==> src/rtl/ifetch_pkg.sv <==
// Shared constants and types for the instruction-fetch stage.
// Address/instruction widths, PC step, cache index width, FSM states.
package ifetch_pkg;

  localparam int ADDR_BUS     = 32;
  localparam int INST_BUS     = 32;
  localparam int PC_STEP      = 4;
  localparam int ICACHE_IDX_W = 6;

  typedef enum logic [1:0] {
    FETCH_LOOKUP,
    FETCH_MISS,
    FETCH_DROP
  } fetch_state_e;

endpackage

==> src/rtl/ifetch_if.sv <==
// Fetch-stage bus: memctrl request/response, IQ output, redirect input.
// master = ifetch side, slave = memctrl / IQ / branch side.
interface ifetch_if
  import ifetch_pkg::*;
#(
  parameter int ADDR_W = ADDR_BUS
);

  logic                mc_en;
  logic [ADDR_W-1:0]   mc_addr;
  logic                mc_done;
  logic [INST_BUS-1:0] mc_inst;

  logic                iq_full;
  logic                iq_en;
  logic [INST_BUS-1:0] iq_inst;
  logic [ADDR_W-1:0]   iq_pc;

  logic                jmp_en;
  logic [ADDR_W-1:0]   jmp_pc;

  modport master (
    output mc_en, mc_addr,
    input  mc_done, mc_inst,
    input  iq_full,
    output iq_en, iq_inst, iq_pc,
    input  jmp_en, jmp_pc
  );

  modport slave (
    input  mc_en, mc_addr,
    output mc_done, mc_inst,
    output iq_full,
    input  iq_en, iq_inst, iq_pc,
    output jmp_en, jmp_pc
  );

endinterface

==> src/rtl/ifetch_icache.sv <==
// Direct-mapped I-cache, one instruction per line, async read by pc.
// Ports: clk, rst (clears valid), rd_addr->hit/rd_data, wr_* sync write.
module ifetch_icache
  import ifetch_pkg::*;
#(
  parameter int ADDR_W = ADDR_BUS,
  parameter int IDX_W  = ICACHE_IDX_W
) (
  input  logic                clk,
  input  logic                rst,
  input  logic [ADDR_W-1:0]   rd_addr,
  output logic                hit,
  output logic [INST_BUS-1:0] rd_data,
  input  logic                wr_en,
  input  logic [ADDR_W-1:0]   wr_addr,
  input  logic [INST_BUS-1:0] wr_data
);

  localparam int LINES = 1 << IDX_W;
  localparam int TAG_W = ADDR_W - IDX_W - 2;

  logic [LINES-1:0]    valid_q;
  logic [TAG_W-1:0]    tag_q  [LINES];
  logic [INST_BUS-1:0] data_q [LINES];

  logic [IDX_W-1:0] rd_idx;
  logic [TAG_W-1:0] rd_tag;
  logic [IDX_W-1:0] wr_idx;
  logic [TAG_W-1:0] wr_tag;

  assign rd_idx = rd_addr[IDX_W+1:2];
  assign rd_tag = rd_addr[ADDR_W-1:IDX_W+2];
  assign wr_idx = wr_addr[IDX_W+1:2];
  assign wr_tag = wr_addr[ADDR_W-1:IDX_W+2];

  assign hit     = valid_q[rd_idx] && (tag_q[rd_idx] == rd_tag);
  assign rd_data = data_q[rd_idx];

  always_ff @(posedge clk) begin
    if (rst) begin
      valid_q <= '0;
    end else if (wr_en) begin
      valid_q[wr_idx] <= 1'b1;
    end
  end

  always_ff @(posedge clk) begin
    if (wr_en) begin
      tag_q[wr_idx]  <= wr_tag;
      data_q[wr_idx] <= wr_data;
    end
  end

endmodule

==> src/rtl/ifetch.sv <==
// Instruction-fetch stage: PC, I-cache lookup, miss fetch, redirects.
// Ports: clk, rst (sync, high), rdy (freeze when low), bus (ifetch_if.master).
module ifetch
  import ifetch_pkg::*;
#(
  parameter int ADDR_W = ADDR_BUS,
  parameter int IDX_W  = ICACHE_IDX_W
) (
  input  logic     clk,
  input  logic     rst,
  input  logic     rdy,
  ifetch_if.master bus
);

  localparam logic [ADDR_W-1:0] STEP = ADDR_W'(PC_STEP);

  fetch_state_e        state_q, state_d;
  logic [ADDR_W-1:0]   pc_q, pc_d;
  logic [ADDR_W-1:0]   miss_q, miss_d;
  logic                iq_en_q, iq_en_d;
  logic [INST_BUS-1:0] iq_inst_q, iq_inst_d;
  logic [ADDR_W-1:0]   iq_pc_q, iq_pc_d;
  logic                fill;
  logic                hit;
  logic [INST_BUS-1:0] line;

  ifetch_icache #(
    .ADDR_W (ADDR_W),
    .IDX_W  (IDX_W)
  ) u_icache (
    .clk     (clk),
    .rst     (rst),
    .rd_addr (pc_q),
    .hit     (hit),
    .rd_data (line),
    .wr_en   (fill && rdy),
    .wr_addr (miss_q),
    .wr_data (bus.mc_inst)
  );

  assign bus.mc_en   = (state_q != FETCH_LOOKUP);
  assign bus.mc_addr = miss_q;
  assign bus.iq_en   = iq_en_q;
  assign bus.iq_inst = iq_inst_q;
  assign bus.iq_pc   = iq_pc_q;

  always_comb begin
    state_d   = state_q;
    pc_d      = pc_q;
    miss_d    = miss_q;
    iq_en_d   = 1'b0;
    iq_inst_d = iq_inst_q;
    iq_pc_d   = iq_pc_q;
    fill      = 1'b0;
    unique case (state_q)
      FETCH_LOOKUP: begin
        if (bus.jmp_en) begin
          pc_d = bus.jmp_pc;
        end else if (hit && !bus.iq_full) begin
          iq_en_d   = 1'b1;
          iq_inst_d = line;
          iq_pc_d   = pc_q;
          pc_d      = pc_q + STEP;
        end else if (!hit) begin
          miss_d  = pc_q;
          state_d = FETCH_MISS;
        end
      end
      FETCH_MISS: begin
        if (bus.mc_done) begin
          // Line address is still right even when redirected.
          fill    = 1'b1;
          state_d = FETCH_LOOKUP;
          if (bus.jmp_en) begin
            pc_d = bus.jmp_pc;
          end else if (!bus.iq_full) begin
            iq_en_d   = 1'b1;
            iq_inst_d = bus.mc_inst;
            iq_pc_d   = miss_q;
            pc_d      = pc_q + STEP;
          end
        end else if (bus.jmp_en) begin
          // memctrl cannot cancel: keep requesting, discard result.
          pc_d    = bus.jmp_pc;
          state_d = FETCH_DROP;
        end
      end
      FETCH_DROP: begin
        if (bus.jmp_en) begin
          pc_d = bus.jmp_pc;
        end
        if (bus.mc_done) begin
          fill    = 1'b1;
          state_d = FETCH_LOOKUP;
        end
      end
      default: state_d = FETCH_LOOKUP;
    endcase
  end

  always_ff @(posedge clk) begin
    if (rst) begin
      state_q   <= FETCH_LOOKUP;
      pc_q      <= '0;
      miss_q    <= '0;
      iq_en_q   <= 1'b0;
      iq_inst_q <= '0;
      iq_pc_q   <= '0;
    end else if (rdy) begin
      state_q   <= state_d;
      pc_q      <= pc_d;
      miss_q    <= miss_d;
      iq_en_q   <= iq_en_d;
      iq_inst_q <= iq_inst_d;
      iq_pc_q   <= iq_pc_d;
    end
  end

endmodule
==> src/flat_wrapper.sv <==
// flat-port wrapper written by rule: the top's interface ports become plain ports
module ifetch_flat import ifetch_pkg::*;
#(
  parameter int ADDR_W = ADDR_BUS,
  parameter int IDX_W  = ICACHE_IDX_W
)
  (clk, rst, rdy, bus_mc_en, bus_mc_addr, bus_mc_done, bus_mc_inst, bus_iq_full, bus_iq_en, bus_iq_inst, bus_iq_pc, bus_jmp_en, bus_jmp_pc);
  ifetch_if #(.ADDR_W(ADDR_W)) bus_i ();
  input  logic clk;
  input  logic rst;
  input  logic rdy;
  output wire logic [$bits(bus_i.mc_en)-1:0] bus_mc_en;
  output wire logic [$bits(bus_i.mc_addr)-1:0] bus_mc_addr;
  input wire logic [$bits(bus_i.mc_done)-1:0] bus_mc_done;
  input wire logic [$bits(bus_i.mc_inst)-1:0] bus_mc_inst;
  input wire logic [$bits(bus_i.iq_full)-1:0] bus_iq_full;
  output wire logic [$bits(bus_i.iq_en)-1:0] bus_iq_en;
  output wire logic [$bits(bus_i.iq_inst)-1:0] bus_iq_inst;
  output wire logic [$bits(bus_i.iq_pc)-1:0] bus_iq_pc;
  input wire logic [$bits(bus_i.jmp_en)-1:0] bus_jmp_en;
  input wire logic [$bits(bus_i.jmp_pc)-1:0] bus_jmp_pc;
  assign bus_mc_en = bus_i.mc_en;
  assign bus_mc_addr = bus_i.mc_addr;
  assign bus_i.mc_done = bus_mc_done;
  assign bus_i.mc_inst = bus_mc_inst;
  assign bus_i.iq_full = bus_iq_full;
  assign bus_iq_en = bus_i.iq_en;
  assign bus_iq_inst = bus_i.iq_inst;
  assign bus_iq_pc = bus_i.iq_pc;
  assign bus_i.jmp_en = bus_jmp_en;
  assign bus_i.jmp_pc = bus_jmp_pc;
  ifetch #(.ADDR_W(ADDR_W), .IDX_W(IDX_W)) u_core (.clk(clk), .rst(rst), .rdy(rdy), .bus(bus_i));
endmodule
==> config.mk <==
export PLATFORM = sky130hd
export DESIGN_NAME = ifetch_flat
export DESIGN_NICKNAME = d
export VERILOG_FILES = /design/src/rtl/ifetch_pkg.sv /design/src/rtl/ifetch_if.sv /design/src/rtl/ifetch_icache.sv /design/src/rtl/ifetch.sv /design/src/flat_wrapper.sv
export SDC_FILE = /design/constraint.sdc
export NUM_CORES = 2
export LEC_CHECK = 0
export CORE_MARGIN = 5
export CORE_UTILIZATION = 62
export CTS_CLUSTER_DIAMETER = 100
export DETAILED_ROUTE_END_ITERATION = 10
export PLACE_DENSITY_LB_ADDON = 0.12
export SLEW_MARGIN = 30
export SYNTH_ARGS = -nofsm -noshare
export SYNTH_HDL_FRONTEND = slang
export SYNTH_SLANG_ARGS = --single-unit
==> constraint.sdc <==
create_clock -name clk -period 6.9 [get_ports clk]
set_input_delay 2.07 -clock clk [delete_from_list [all_inputs] [get_ports clk]]
set_output_delay 2.07 -clock clk [all_outputs]
set_load 0.02 [all_outputs]
==> qor.yml <==
status: "completed"
antenna_found_initial: 17
multi_input_area_um2: 33900
max_stage_delay_ns: 0.96
grt_pass1_vias: 75400
met1_usage_pct: 50.0
io_buffers: 167
cts.clk_slew.worst_paths_ns: 0.06
met2_usage_pct: 53.6
timing.fmax_mhz: 160
p_per_area_nw_per_um2: 285
worst_pin_slew_ns: 1.06
dr.pass1.iters: 8
ioPinCount: 168
crit_path_start_kind: "register"
required_ns: 7.76
drt-total-wl_um: 428000
ys_seq_area_share_pct: 76.1
die_x_um: 497
final_hold_viol_count: 0
hold_path.class: "reg -> reg"
syn_to_final_growth_pct: 13.2
final_core_util_pct: 70.6
rr_worst_depth: 12
synth_top_area_share_pct: 73.3
ys_ff_latch: 3785
drt_iter0_drc: 12800
hold_slack_ns: 0.470
ys.flop_type: "edfxtp_1"
core_region_area_um2: 235000
min_period_ns: 6.24
grt_usage_pct: 35.0
finalSetupViolCount: 0
hpwl_um: 237000
crit_arrival_ns: 7.10
holdPathStages: 2
holdBufCountCts: 0
rrSetupSlack_ns: 0.66
htree_levels: 5
grt_pass1_wl_um: 594000
rsz0062_at_grt: "false"
crit_path_end_kind: "register"
grt_use_met3_pct: 8.12
synth_fp_nets: 6815
nets: 7278
crit_path_cell_trace: "buf_4, mux4_2, mux4_2, mux2i_1, xnor2_1, o21ai_0, nand4_1, nor4_2, nand4_1, buf_12, or3_1, a31oi_1"
clock_latency_ns: 0.96
vdd_drop_max_mv: 0.279
relSlewSlack_pct: 29.3
max_cap_violations: 0
fin_cells: 10700
synth.avg_cell_area_um2: 21.8
grt_busiest_layer: "met2"
synth_edf_count: 3584
dp_cells: 9966
cts_tree: "done"
synthArstFlopShare_pct: 0
die_area_um2: 247000
min_to: "u_core.u_icache.valid_q[34]"
synth_cell_types: 73
die_h_um: 497
num_rows: 178
gp_congestion: 0.895
drc: 0
post_cts_resized: 0
syn_inst: 6740
post_drt_wl_per_cell_um: 40.1
ys_warn_count: 0
synth_top_cell_by_area: "edfxtp_1"
synth_area_um2: 147000
vias: 77400
power_uw: 47400
clk_path_buf_depth: 4
regArea_um2: 112000
crit_slowest_cell: "dfxtp_4"
synthTopCellsByArea: "edfxtp_1 (73%), mux4_2 (16%), dfxtp_1 (2.7%), mux2i_1 (2.2%), a22oi_1 (0.64%)"
reg2reg_to: "u_core.bus.iq_inst[19]"
report.final.slew_viol_count: 0
cts_root_buf: "clkbuf_16"
clock_skew_ns: 0.0619
fill_cells: 14000
crit_type: "reg -> reg"
final_antenna_net_count: 0
finalCritPeriodShare_pct: 90.4
hp-start: "u_core.u_icache.valid_q[34]"
overflow: 0
grt_max_degree: 102
p_leak_uw: 0.0490
post-cts-setup-buffers: 0
vias_per_cell: 7.26
drive_above_1_share_pct: 27.1
start_util_pct: 62.4
cts_buffers: 382
setup_tns_ns: 0
clock-sinks: 3785
crit_fanout: 97
[cell usage after synthesis, drive strengths merged, types with 6 or more instances]
master / number
a221oi: 20
nand3: 105
nor4: 6
a22o: 9
inv: 16
mux4: 1018
nor3: 12
nand2b: 71
nand4: 25
mux2i: 319
nor2: 207
buf: 183
nand2: 103
and3: 15
a22oi: 126
and2: 28
o211ai: 13
xnor2: 11
a31oi: 72
a311oi: 12
a211oi: 20
o22ai: 15
dfxtp: 201
o21ai: 69
or3: 69
clkbuf: 218
edfxtp: 3584
o21ba: 13
mux2: 25
a21oi: 52
nor2b: 18
[registers in the layout, summed over array words and instances, names as in the netlist, named ones only]
register	count
u_core.state_q	2
u_core.bus.iq_pc	32
u_core.bus.iq_inst	32
u_core.pc_q	32
u_core.u_icache.valid_q	64
u_core.u_icache.tag_q	1536
u_core.bus.mc_addr	32
u_core.bus.iq_en	1
u_core.u_icache.data_q	2048
[worst max-delay path: cells and delay by family (launching register included)]
kind / cells / cell delay, ns
buffers and inverters: 2 / 0.61
xor gates and xnor gates: 1 / 0.13
DFF: 1 / 0.96
muxes: 3 / 1.74
AOI/OAI and AO/OA: 2 / 0.58
and+or+nand+nor: 4 / 1.75
[cells in the final DEF, fill, tap and decap left out, types with 13 or more instances in the layout]
master / instances
mux2i_1: 319
clkbuf_16: 389
a22oi_1: 126
clkdlybuf4s50_1: 133
bufinv_16: 29
a221oi_1: 18
o211ai_1: 13
nand3_1: 105
a211oi_1: 20
buf_4: 245
buf_12: 57
dfxtp_2: 26
clkinvlp_4: 19
nor2_4: 65
dfxtp_1: 171
a21oi_1: 51
mux2_2: 25
clkinv_1: 87
o21ba_2: 13
buf_2: 31
a31oi_1: 72
diode_2: 14
mux4_2: 1018
nand4_1: 25
clkbuf_8: 15
o22ai_1: 15
nand2b_1: 71
clkbuf_1: 84
nor2_1: 141
and3_1: 15
and2_1: 27
edfxtp_1: 3584
nand2_1: 102
clkinv_2: 51
or3_1: 69
o21ai_0: 66
nor2b_1: 17
[kinds of logic (layout without fill, tap and decap cells)]
kind of cell / Yosys count / count (layout) / share of synthesized area, %
flops: 3785 / 3785 / 76.1
mux: 1362 / 1362 / 18.0
simple gates: 681 / 681 / 2.31
compound gates: 474 / 474 / 2.25
buf+inv: 418 / 1175 / 1.26
xor+xnor: 15 / 15 / 0.0895
fa+ha+maj: 5 / 5 / 0.0426
other cells: 0 / 14 / 0
[final cells by class]
cell class	count	area share [%]
flip-flops and latches	3785	67.2
inverters	17	0.0444
clock inverters	190	0.984
multi-input cells	2537	20.4
repair buffers	480	2.81
clock buffers	488	6.17
well taps	3150	2.37
diodes	14	0.0211
[per-stage QoR]
step                      cell area [um^2]  setup slack [ns]
after CTS                           166000              1.06
final                               166000             0.662
after global routing                166000             0.684
after global placement              154000              1.18
after detailed placement            154000              1.08
after floorplan                     147000              1.43
[power by group]
part / switching [uW] / internal [uW]
clock: 8400 / 11500
sequential: 82.5 / 25000
combinational: 1370 / 993
[how the worst max path moves through the flow]
stage	endpoint	slack, ns
final	u_core.bus.iq_inst[19]	0.66
after global routing	u_core.bus.iq_inst[28]	0.68
after CTS	u_core.bus.iq_inst[19]	1.06
after detailed placement	u_core.bus.mc_addr[25]	1.08
after global placement	u_core.bus.iq_inst[18]	1.18
after floorplan	u_core.u_icache.data_q[31][0]	1.43
[metal layers]
metal,vias to the layer above,wire [um]
met4,14,21300
met3,1014,53700
met1,40800,152000
li1,29400,-
met5,-,87
met2,6110,200000
No activity file was read; power rests on OpenSTA's default activity.
